--- src/rtl/engine_stride_index_multilane_pkg.sv ---
// engine_stride_index_multilane_pkg: types and constants for the multilane stride index engine
package engine_stride_index_multilane_pkg;
  localparam int M_AXI_MEMORY_ADDR_WIDTH = 32;
  localparam int STRIDE_INDEX_MAX_LANES  = 16;

  typedef struct packed {
    logic [7:0] id;
    logic [7:0] kind;
  } MemoryPacketMeta;

  typedef struct packed {
    logic [M_AXI_MEMORY_ADDR_WIDTH-1:0] index_start;
    logic [M_AXI_MEMORY_ADDR_WIDTH-1:0] index_end;
    logic [M_AXI_MEMORY_ADDR_WIDTH-1:0] stride;
    logic [15:0]                        granularity;
    logic                               increment;
    logic                               decrement;
  } StrideIndexConfigurationParameters;

  typedef struct packed {
    StrideIndexConfigurationParameters param;
    MemoryPacketMeta                   meta;
  } StrideIndexMultiLaneConfiguration;

  typedef struct packed {
    logic                              valid;
    StrideIndexConfigurationParameters param;
    MemoryPacketMeta                   meta;
  } StrideIndexConfiguration;

  typedef enum logic [2:0] {
    STRIDE_RESET,
    STRIDE_IDLE,
    STRIDE_SETUP,
    STRIDE_START,
    STRIDE_BUSY,
    STRIDE_PAUSE,
    STRIDE_DONE
  } engine_stride_index_multilane_state;
endpackage

--- src/rtl/engine_stride_index_lane_slot.sv ---
// engine_stride_index_lane_slot: one-entry valid/ready holding register for a single output lane
module engine_stride_index_lane_slot
  import engine_stride_index_multilane_pkg::*;
#(
  parameter int ADDR_W = M_AXI_MEMORY_ADDR_WIDTH
) (
  input  logic              ap_clk,
  input  logic              ap_rst_n,
  input  logic              load,
  input  logic [ADDR_W-1:0] index,
  input  MemoryPacketMeta   meta,
  input  logic              ready,
  output logic              valid,
  output logic [ADDR_W-1:0] index_q,
  output MemoryPacketMeta   meta_q
);
  always_ff @(posedge ap_clk or negedge ap_rst_n) begin
    if (!ap_rst_n) begin
      valid   <= 1'b0;
      index_q <= '0;
      meta_q  <= '0;
    end else if (load) begin
      valid   <= 1'b1;
      index_q <= index;
      meta_q  <= meta;
    end else if (ready) begin
      valid   <= 1'b0;
    end
  end
endmodule

--- src/rtl/engine_stride_index_multilane.sv ---
// engine_stride_index_multilane: stride index generator dealing chunks of indices
// round-robin across NUM_LANES valid/ready lanes, with pause and carry-safe termination
module engine_stride_index_multilane
  import engine_stride_index_multilane_pkg::*;
#(
  parameter int NUM_LANES = 4,
  parameter int ADDR_W    = M_AXI_MEMORY_ADDR_WIDTH,
  parameter int COUNT_W   = 32
) (
  input  logic                                      ap_clk,
  input  logic                                      ap_rst_n,
  input  StrideIndexConfiguration                   config_in,
  output logic                                      config_ready_out,
  input  logic                                      pause_in,
  output logic [NUM_LANES-1:0]                      lane_out_valid,
  output logic [NUM_LANES*ADDR_W-1:0]               lane_out_index,
  output logic [NUM_LANES*$bits(MemoryPacketMeta)-1:0] lane_out_meta,
  input  logic [NUM_LANES-1:0]                      lane_in_ready,
  output logic                                      done_out,
  output logic                                      error_out,
  output logic [COUNT_W-1:0]                        issued_count_out
);
  localparam int PW = NUM_LANES > 1 ? $clog2(NUM_LANES) : 1;
  localparam int MW = $bits(MemoryPacketMeta);
  localparam logic [2:0] S_RESET = STRIDE_RESET;
  localparam logic [2:0] S_IDLE  = STRIDE_IDLE;
  localparam logic [2:0] S_SETUP = STRIDE_SETUP;
  localparam logic [2:0] S_START = STRIDE_START;
  localparam logic [2:0] S_BUSY  = STRIDE_BUSY;
  localparam logic [2:0] S_PAUSE = STRIDE_PAUSE;
  localparam logic [2:0] S_DONE  = STRIDE_DONE;

  logic [2:0]                       state;
  StrideIndexMultiLaneConfiguration cfg;
  logic [ADDR_W-1:0]                cur_idx, idx_end, stride;
  logic [15:0]                      gran, chunk_cnt;
  logic [PW-1:0]                    lane_ptr;
  logic [NUM_LANES-1:0]             lane_free, load;
  logic [ADDR_W:0]                  nxt;
  logic                             inc, issue, end_hit;

  assign inc              = cfg.param.increment;
  assign config_ready_out = state == S_IDLE;
  assign lane_free        = ~lane_out_valid | lane_in_ready;
  assign issue            = state == S_BUSY && lane_free[lane_ptr];
  assign load             = NUM_LANES'(issue) << lane_ptr;
  // The extra top bit of nxt catches carry/borrow so the sequence never wraps
  assign nxt     = inc ? {1'b0, cur_idx} + {1'b0, stride} : {1'b0, cur_idx} - {1'b0, stride};
  assign end_hit = nxt[ADDR_W] || (inc ? nxt[ADDR_W-1:0] >= idx_end : nxt[ADDR_W-1:0] <= idx_end);

  always_ff @(posedge ap_clk or negedge ap_rst_n) begin
    if (!ap_rst_n) begin
      state            <= S_RESET;
      cfg              <= '0;
      cur_idx          <= '0;
      idx_end          <= '0;
      stride           <= '0;
      gran             <= '0;
      chunk_cnt        <= '0;
      lane_ptr         <= '0;
      done_out         <= 1'b0;
      error_out        <= 1'b0;
      issued_count_out <= '0;
    end else begin
      case (state)
        S_RESET: state <= S_IDLE;
        S_IDLE: if (config_in.valid) begin
          cfg              <= {config_in.param, config_in.meta};
          issued_count_out <= '0;
          done_out         <= 1'b0;
          error_out        <= 1'b0;
          state            <= S_SETUP;
        end
        S_SETUP: begin
          gran      <= cfg.param.granularity == '0 ? 16'd1 : cfg.param.granularity;
          stride    <= ADDR_W'(cfg.param.stride) == '0 ? ADDR_W'(1) : ADDR_W'(cfg.param.stride);
          cur_idx   <= ADDR_W'(cfg.param.index_start);
          idx_end   <= ADDR_W'(cfg.param.index_end);
          lane_ptr  <= '0;
          chunk_cnt <= '0;
          error_out <= cfg.param.increment == cfg.param.decrement;
          state     <= cfg.param.increment == cfg.param.decrement ? S_DONE : S_START;
        end
        S_START: state <= (inc ? cur_idx >= idx_end : cur_idx <= idx_end) ? S_DONE : S_BUSY;
        S_BUSY, S_PAUSE: begin
          if (issue) begin
            issued_count_out <= issued_count_out + COUNT_W'(1);
            cur_idx          <= nxt[ADDR_W-1:0];
            chunk_cnt        <= chunk_cnt == gran - 16'd1 ? 16'd0 : chunk_cnt + 16'd1;
            if (chunk_cnt == gran - 16'd1)
              lane_ptr <= lane_ptr == PW'(NUM_LANES - 1) ? '0 : lane_ptr + PW'(1);
          end
          state <= issue && end_hit             ? S_DONE  :
                   state == S_BUSY && pause_in  ? S_PAUSE :
                   state == S_PAUSE && !pause_in ? S_BUSY : state;
        end
        S_DONE: if (~|lane_out_valid) begin
          done_out <= 1'b1;
          state    <= S_IDLE;
        end
        default: state <= S_IDLE;
      endcase
    end
  end

  for (genvar l = 0; l < NUM_LANES; l++) begin : g_lane
    engine_stride_index_lane_slot #(.ADDR_W(ADDR_W)) u_slot (
      .ap_clk   (ap_clk),
      .ap_rst_n (ap_rst_n),
      .load     (load[l]),
      .index    (cur_idx),
      .meta     (cfg.meta),
      .ready    (lane_in_ready[l]),
      .valid    (lane_out_valid[l]),
      .index_q  (lane_out_index[l*ADDR_W +: ADDR_W]),
      .meta_q   (lane_out_meta[l*MW +: MW])
    );
  end
endmodule

--- config.mk ---
export PLATFORM = sky130hd
export DESIGN_NAME = engine_stride_index_multilane
export DESIGN_NICKNAME = d
export VERILOG_FILES = /design/src/rtl/engine_stride_index_multilane_pkg.sv /design/src/rtl/engine_stride_index_lane_slot.sv /design/src/rtl/engine_stride_index_multilane.sv
export SDC_FILE = /design/constraint.sdc
export NUM_CORES = 1
export LEC_CHECK = 0
export BUFFER_PORTS_ARGS = -buffer_cell sky130_fd_sc_hd__buf_4
export CELL_PAD_IN_SITES_DETAIL_PLACEMENT = 0
export CELL_PAD_IN_SITES_GLOBAL_PLACEMENT = 2
export CORE_MARGIN = 2
export CORE_UTILIZATION = 33
export DETAILED_ROUTE_END_ITERATION = 6
export GPL_TIMING_DRIVEN = 1
export PLACE_DENSITY = 0.74
export SETUP_SLACK_MARGIN = 0.1
export SLEW_MARGIN = 0
export SYNTH_ARGS = -nofsm -noshare
export SYNTH_HDL_FRONTEND = slang
export SYNTH_SLANG_ARGS = --single-unit
--- constraint.sdc ---
create_clock -name ap_clk -period 5.2 [get_ports ap_clk]
set_clock_uncertainty 0.1 [all_clocks]
set_input_delay 0 -clock ap_clk [delete_from_list [all_inputs] [get_ports ap_clk]]
set_output_delay 0 -clock ap_clk [all_outputs]
set_load 0.03 [all_outputs]
# == After elaboration in Yosys (flattened, before gate mapping) ==
# Index checks and enable logic that the tools add are counted.
# classes
n_addsub,6
mul,0
div,0
magnitude_cmp,5
eq_ne,14
shift,1
n_mux,39
bitwise_logic,2
n_reduce_logical,25
# op_table
operator,count
32-bit 2-to-1 mux,4
32-bit case mux with 2 select lines,2
32-bit greater-or-equal comparator,2
32-bit <= comparator,2
16-bit 2-to-1 mux,3
32-bit by 32-bit adder with 33-bit output,1
33-bit 2-to-1 mux,1
32-bit by 32-bit subtractor with 33-bit output,1
"32-bit by 1-bit adder with 32-bit output, second input constant",1
32-bit zero test,1
16-bit case mux with 2 select lines,1
3-bit 2-to-1 mux,6
"16-bit by 1-bit adder with 16-bit output, second input constant",1
16-bit == test,1
16-bit zero test,1
2-bit nonzero test,8
"16-bit by 1-bit subtractor with 16-bit output, second input constant",1
3-bit case mux with 5 select lines,1
1-bit 2-to-1 mux,13
3-bit AND reduction,4
"3-bit == test, second input constant",3
2-bit 2-to-1 mux,4
"2-bit != test, second input constant",4
"3-bit by 2-bit == test with 1-bit output, second input constant",2
18 further kinds,24
# word_totals
register_bits,493
latchBits,0
ram_bits,0
rom_bits,0
out_inout_bits,231
n_memories,0

# == Longest topological paths before layout ==
# Gate-level depths: netlist of the first run.
# logic_depth
depth_word,8
mapped_depth,26

# == Hierarchy ==
# From an unflattened synthesis of the first run, not the netlist that was laid out.
# hier_totals
cells_unflattened,2350
area_unflattened_um2,24158.2
# by_module_without_submodules
mod,n_inst,cells_per_inst,area_each_um2,seq_area_each_um2
engine_stride_index_multilane,1,1934,16731.0,7432.1
engine_stride_index_lane_slot,4,104,1856.8,1226.2

# == Worst setup path after synthesis of the first run ==
# OpenSTA, ideal clock, no wires.
# synth_timing
kind,reg2reg
start,reg stride[6]
end,reg state[0]
arrival_time_ns,5.524
setup_slack_ns,-0.489
stages_incl_launch_ff,22
path_cell_list,dfrtp_1 or4_1 nor4b_1 and4_1 nor2_1 xnor2_1 ha_1 clkbuf_1 a21o_1 a21o_1 a21oi_1 o21ai_0 a2111oi_0 nor2_1 xor2_1 ha_1 and4_1 a221oi_1 o211ai_1 a22o_1 o31ai_1 a31o_2
# synth_between
elab_chain_cells,8
elab_cells_between_ends,12
# synth_rtl
item,line,source
"start, declared",engine_stride_index_multilane.sv:35,"logic [ADDR_W-1:0] cur_idx, idx_end, stride;"
"start signal, assigned",engine_stride_index_multilane.sv:76,stride <= ADDR_W'(cfg.param.stride) == '0 ? ADDR_W'(1) : ADDR_W'(cfg.param.stride);
32-bit by 32-bit subtractor with 33-bit output or 32-bit by 32-bit adder with 33-bit output (tied branches),engine_stride_index_multilane.sv:48,"assign nxt = inc ? {1'b0, cur_idx} + {1'b0, stride} : {1'b0, cur_idx} - {1'b0, stride};"
33-bit 2-to-1 mux (*),engine_stride_index_multilane.sv:48,
32-bit <= comparator or 32-bit greater-or-equal comparator (tied branches),engine_stride_index_multilane.sv:49,assign end_hit = nxt[ADDR_W] || (inc ? nxt[ADDR_W-1:0] >= idx_end : nxt[ADDR_W-1:0] <= idx_end);
1-bit 2-to-1 mux,engine_stride_index_multilane.sv:49,
1-bit logical OR (*),engine_stride_index_multilane.sv:49,
1-bit logical AND (*),engine_stride_index_multilane.sv:93,state <= issue && end_hit ? S_DONE :
3-bit 2-to-1 mux or 4-bit != test (tied branches),n/a,
3-bit case mux with 5 select lines or 3-bit AND reduction (tied branches),n/a,
"end signal, assigned",engine_stride_index_multilane.sv:82,state <= cfg.param.increment == cfg.param.decrement ? S_DONE : S_START;
"end signal, assigned",engine_stride_index_multilane.sv:84,S_START: state <= (inc ? cur_idx >= idx_end : cur_idx <= idx_end) ? S_DONE : S_BUSY;
"end signal, assigned",engine_stride_index_multilane.sv:93,
"end, declared",engine_stride_index_multilane.sv:33,logic [2:0] state;
# Every way passes the cells marked *; elsewhere a longest branch is shown, timed or not.
# A chain may end at the register's enable or synchronous reset.

# == Final worst setup path of the first run ==
# layout_timing
start,reg stride[7]
end,reg state[0]
# Same word-level chain as after synthesis.

==> results_dict.tcl, run 1 <==
set metrics [dict create \
    vias_per_cell 4.83 \
    critPathLaunchType "flop" \
    numClockSinks 493 \
    row_count 98 \
    crit_slowest_cell "or4_4" \
    period_needed_ns 5.38 \
    worst_pin_slew_ns 1.09 \
    final_cell_mix "665 x nand2_1, 545 x buf_4, 493 x dfrtp_1" \
    cellLeakagePower_nw 16.4 \
    hpwl_um 53100 \
    syn-instance-count 2408 \
    grt_max_degree 136 \
    grt_pass1_wl_um 116000 \
    layout_setup_ws_ns -0.180 \
    path_common_cell "nor2_1" \
    fp.dieH_um 272 \
    hold_start "config_in[0]" \
    hold_end "cfg[0]$_DFFE_PN0P_" \
    status "finished, violations left" \
    path_max_fanout 4 \
    clk_pin_slew_ns 0.06 \
    slew_viol_final 0 \
    hold_viol 0 \
    cts_tree "built" \
    end_kind "flop" \
    slew_headroom_pct 27.0 \
    synthDistinctLibCells 72 \
    coreArea_mm2 0.0714 \
    crit_buf_inv 1 \
    path_class "flop to flop" \
    fp.dieW_um 272 \
    wire_per_inst_um 18.2 \
    setup_viol 2 \
    violations "negative setup slack" \
    nNetsFinal 3293 \
    timing.rr.end "state[0]$_DFFE_PN0P_" \
    drive_above_1_share_pct 29.3 \
    first_pass_iters 5 \
    gp_congestion 0.869 \
    synthArstFlopShare_pct 100 \
    postLayoutCoreUtil_pct 45.7 \
    ff2ff_setup_slack_ns -0.18 \
    worstRegToRegCells 24 \
    clock.fmax_ghz 0.186 \
    start_util_pct 33.3 \
    finalPower_mw 25.4 \
    crit_family "compound AO/OA/AOI/OAI gates" \
    syn_avg_cell_area_um2 9.87 \
    holdCritPathClass "input pin to flop" \
    detail_route.iter0.violations 959 \
    ios 369 \
    vias 19565 \
    ctsRootBufferMaster "clkbuf_16" \
    peakVddDrop_uv 347 \
    synth_ff_type "dfrtp_1" \
    track_usage_pct 19.7 \
    h-tree-depth 2 \
    syn_area_mm2 0.0238 \
    drtAntennaViolNets 0 \
    drv_cap 0 \
    final_common_cell "nand2_1" \
    crit_chain "or4_4, nor2b_1, nor2_1, xor2_1, ha_1, and3_4, and3_1, a211o_1, o2111a_2, o21bai_4, nand2_2, a2111oi_4, nor2_1, xor2_1, ha_1, and4_4, nand4_1, nor2_2, o41ai_2, o211ai_1, buf_4, nor2_1, o31ai_2, a31o_2" \
    port_buffers 368 \
    finalCritPeriodShare_pct 103 \
    yosysSeqAreaShare_pct 51.9 \
    crit_path_max_incr_delay_ns 0.59 \
    die_area_mm2 0.0742 \
    reg2reg_from "stride[7]$_DFFE_PN0P_" \
    grt_pass1_vias 20316 \
    syn2layout_area_growth_pct 37.1 \
    pre_cts_slack_ns -0.349 \
    synth_edf_count 0 \
    min_path_cells 4 \
    yosys_warnings 0 \
    power_density_mw_per_mm2 781 \
    antenna_found_initial 1 \
    clock_path_buffers 3 \
    overflow 0 \
    wirelength_um 73500 \
    hold_ws_ns 0.0308 \
    synth_nets 2648 \
    cts_buffers 55 \
    cp.arrival_ns 5.84 \
    drc 0 \
    worstSkewPairLatency_ns 0.61 \
    fin_tns_setup_ns -0.314 \
    synth-seq-cells 493 \
    required_ns 5.66 \
    rsz0062_at_grt "true" \
]
## area by class of cell
cell class,count,area [µm²]
clock inverters,24,373
clock buffers,78,1610
flip-flops and latches,493,12300
multi-input cells,1740,11100
repair buffers,701,5710
well taps,950,1190
fillers,6920,38800
diodes,1,2.50
inverters,62,233
## per-stage QoR
stage,std cells,instance area [µm²]
after global routing,4049,32600
after global placement,3774,28600
after floorplan,2408,23800
after CTS,4040,32300
after detailed placement,3774,28600
final,4049,32600
## worst reg2reg max path, cell delays in order (launching register included)
cell and delay [ns]:
dfrtp_1 0.37, or4_4 0.59, nor2b_1 0.15, nor2_1 0.07
xor2_1 0.14, ha_1 0.35, and3_4 0.17, and3_1 0.17
a211o_1 0.35, o2111a_2 0.32, o21bai_4 0.15, nand2_2 0.10
a2111oi_4 0.40, nor2_1 0.10, xor2_1 0.15, ha_1 0.31
and4_4 0.21, nand4_1 0.14, nor2_2 0.15, o41ai_2 0.09
o211ai_1 0.13, buf_4 0.15, nor2_1 0.04, o31ai_2 0.28
a31o_2 0.18
## cell families after synthesis
logic type	count (synthesis)	share of synthesized area, %
flip-flops	493	51.9
AO/OA/AOI/OAI	314	8.14
multiplexers	193	9.17
buffers and inverters	175	2.84
AND/OR/NAND/NOR	1018	18.3
adder cells (fa/ha/maj)	102	5.40
XOR/XNOR	113	4.17
## cell usage after synthesis, types with 4 or more instances
cell type	count	share of area, %
a211oi_1	5	0.16
a21o_1	38	1.2
a21oi_1	93	2.0
a31oi_1	26	0.68
and2_1	6	0.16
and3_1	22	0.58
and4_1	7	0.26
buf_1	7	0.11
buf_4	4	0.13
clkbuf_1	99	1.6
dfrtp_1	493	52
ha_1	101	5.3
inv_1	62	0.98
mux2_2	188	8.9
mux2i_1	4	0.17
nand2_1	668	11
nand2b_1	11	0.29
nand3_1	46	0.97
nand4_1	22	0.58
nor2_1	131	2.1
nor2b_1	16	0.42
nor3_1	26	0.55
nor3b_1	4	0.13
nor4_1	25	0.66
o211ai_1	12	0.38
o21ai_0	91	1.9
o21bai_1	4	0.13
o22ai_1	4	0.11
o41ai_1	4	0.15
or3_1	10	0.26
or4_1	8	0.25
xnor2_1	45	1.7
xor2_1	68	2.5
## worst max path at each step
stage	cells after the start	startpoint	slack [ns]	endpoint
2_1_floorplan	22	stride[3]$_DFFE_PN0P_	0.06	state[0]$_DFFE_PN0P_
3_3_place_gp	20	stride[3]$_DFFE_PN0P_	-0.27	state[0]$_DFFE_PN0P_
3_5_place_dp	20	stride[3]$_DFFE_PN0P_	-0.35	state[0]$_DFFE_PN0P_
4_1_cts	22	stride[7]$_DFFE_PN0P_	-0.17	state[0]$_DFFE_PN0P_
5_1_grt	24	stride[7]$_DFFE_PN0P_	-0.46	state[0]$_DFFE_PN0P_
6_report	24	stride[7]$_DFFE_PN0P_	-0.18	state[0]$_DFFE_PN0P_
## routing by layer
layer	global-route usage (%)	routed length (µm)	up-vias
li1	-	-	9465
met1	26.9	34000	9620
met2	32.8	35100	383
met3	2.75	2790	97
met4	5.28	1700	0
met5	0	0	-
## report_power, final
| part | switching [mW] | internal, mW | total, mW |
|---|---|---|---|
| combinational | 7.82 | 7.09 | 14.9 |
| sequential | 1.23 | 5.08 | 6.31 |
| clock | 1.62 | 2.61 | 4.23 |
| total | 10.7 | 14.8 | 25.4 |
## state kept, by name, indices dropped and copies added (netlist names)
register	flops
lane_ptr	2
g_lane.u_slot.valid	4
idx_end	32
issued_count_out	32
cfg	129
gran	16
done_out	1
stride	32
cur_idx	32
error_out	1
state	3
g_lane.u_slot.meta_q	64
chunk_cnt	16
inc	1
g_lane.u_slot.index_q	128
## repair_timing
| action | CTS | global route |
|---|---|---|
| cloned | 0 | 0 |
| pin swaps | 24 | 27 |
| hold endpoints to repair | 473 | 0 |
| endpoints found under the setup margin | 2 | 2 |
| resized for setup | 30 | 34 |
| hold buffers | 149 | 0 |
| setup buffers | 15 | 8 |
No activity file was read; power rests on OpenSTA's default activity.
==> run 2, diff against run 1 <==
SETUP_SLACK_MARGIN = 0.02   (was 0.1)
==> results_dict.tcl, run 2 (synthesis results as in run 1) <==
set metrics [dict create \
    status "finished, violations left" \
    violations "negative setup slack" \
    numClockSinks 493 \
    final_cell_mix "666 x nand2_1, 529 x buf_4, 493 x dfrtp_1" \
    crit_path_max_incr_delay_ns 0.58 \
    ctsRootBufferMaster "clkbuf_16" \
    drive_above_1_share_pct 27.9 \
    detail_route.iter0.violations 923 \
    hpwl_um 53300 \
    worstSkewPairLatency_ns 0.61 \
    hold_ws_ns 0.0308 \
    critPathLaunchType "flop" \
    drv_cap 0 \
    wirelength_um 73700 \
    fp.dieW_um 272 \
    min_path_cells 4 \
    port_buffers 368 \
    vias_per_cell 4.83 \
    finalCritPeriodShare_pct 108 \
    nNetsFinal 3269 \
    clock.fmax_ghz 0.179 \
    h-tree-depth 2 \
    clock_path_buffers 3 \
    worstRegToRegCells 23 \
    clk_pin_slew_ns 0.06 \
    grt_max_degree 153 \
    row_count 98 \
    peakVddDrop_uv 380 \
    drtAntennaViolNets 0 \
    cp_num_cells 23 \
    required_ns 5.64 \
    grt_pass1_vias 20155 \
    first_pass_iters 5 \
    start_util_pct 33.3 \
    finalPower_mw 24.3 \
    end_kind "flop" \
    slew_viol_final 0 \
    die_area_mm2 0.0742 \
    hold_viol 0 \
    power_density_mw_per_mm2 757 \
    cts_buffers 56 \
    largest_reg_flops 129 \
    worst_pin_slew_ns 1.01 \
    antenna_found_initial 3 \
    wire_per_inst_um 18.3 \
    coreArea_mm2 0.0714 \
    reg_top3 "cfg x129, g_lane.u_slot.index_q x128, g_lane.u_slot.meta_q x64" \
    crit_buf_inv 3 \
    path_max_fanout 4 \
    setup_viol 2 \
    holdCritPathClass "input pin to flop" \
    period_needed_ns 5.60 \
    cp.arrival_ns 6.04 \
    layout_setup_ws_ns -0.397 \
    grt_pass1_wl_um 116000 \
    crit_family "compound AO/OA/AOI/OAI gates" \
    slew_headroom_pct 32.7 \
    final_common_cell "nand2_1" \
    top_register "cfg" \
    cellLeakagePower_nw 16.1 \
    crit_slowest_cell "or4_4" \
    fillCellCount 6917 \
    path_class "flop to flop" \
    overflow 0 \
    vias 19403 \
    fp.dieH_um 272 \
    syn2layout_area_growth_pct 35.1 \
    rsz0062_at_grt "true" \
    gp_congestion 0.837 \
    cts_tree "built" \
    crit_chain "or4_4, buf_12, nor4_4, buf_4, buf_4, and3_4, a21oi_1, xor2_1, ha_1, and3_4, nand2_2, or4_4, o311ai_4, o211ai_1, xnor2_1, ha_1, and2_4, a221o_1, a221oi_2, o211ai_1, a22o_1, o31ai_4, a31o_2" \
    drc 0 \
    track_usage_pct 19.7 \
    ios 369 \
]
## run 2: changes by cell type in the layout (fill, tap and decap cells not counted), moves of 4 or more
cell,change
dlygate4sd3_1,-8
clkbuf_8,-4
bufinv_16,-4
buf_4,-16
clkinv_2,-4
a21oi_2,-8
o21ai_1,-8
o21ai_0,+8
a21oi_1,+10
## run 2: worst reg2reg max path, delay by kind of cell (launching register included)
kind | cells | cell delay, ns
compound gates | 9 | 1.97
xor+xnor | 2 | 0.39
fa+ha+maj | 2 | 0.57
buf+inv | 3 | 0.42
flops | 1 | 0.37
simple gates | 7 | 1.71
## run 2: worst paths after layout
| check | startpoint | slack (ns) | to |
|---|---|---|---|
| min | config_in[103] | 0.03 | cfg[103]$_DFFE_PN0P_ |
| max reg2reg | stride[7]$_DFFE_PN0P_ | -0.40 | state[0]$_DFFE_PN0P_ |
| max | stride[7]$_DFFE_PN0P_ | -0.40 | state[0]$_DFFE_PN0P_ |
| min in group asynchronous | ap_rst_n | 0.46 | cfg[7]$_DFFE_PN0P_ |
| max in group asynchronous | ap_rst_n | 3.70 | cfg[70]$_DFFE_PN0P_ |
| min reg2reg | cfg[76]$_DFFE_PN0P_ | 0.37 | cfg[76]$_DFFE_PN0P_ |
## run 2: per-stage QoR
step           area, µm²  setup TNS, ns  instances  worst slack (ns)  util (%)
6_report           32100         -0.753       4018            -0.397      45.0
5_1_grt            32100          -1.32       4018            -0.690      45.0
4_1_cts            32000         -0.633       4011            -0.338      44.8
3_5_place_dp       28600          -1.09       3769            -0.567      40.1
3_3_place_gp       28600         -0.771       3769            -0.407      40.1
2_1_floorplan      23800              0       2408            0.0239         -
## run 2: routing by layer
metal	track usage [%]	vias to the layer above	routed length, µm
met1	25.9	9586	33600
li1	-	9428	-
met2	34.5	306	36700
met3	2.47	81	2230
met4	4.08	2	1170
met5	0	-	11
## run 2: repair_timing
action | CTS | global route
hold buffers | 141 | 0
pin swaps | 12 | 16
hold endpoints to repair | 604 | 0
gates resized for setup | 17 | 9
setup endpoints to repair | 2 | 2
setup buffers | 6 | 5
cloned | 0 | 0
## run 2: layout make-up
type	instances	area (µm²)	share of cell area (%)
well taps	950	1190	3.70
clock buffers	77	1590	4.96
clock inverters	18	240	0.748
multi-input cells	1740	11000	34.2
flip-flops and latches	493	12300	38.4
diodes	2	5.00	0.0156
inverters	62	233	0.725
repair buffers	676	5520	17.2
## run 2: power breakdown
part	internal (mW)	switching [mW]	total, mW	leakage [nW]
sequential	5.08	1.23	6.30	6.42
combinational	6.49	7.52	14.0	8.84
clock	2.37	1.60	3.97	0.888
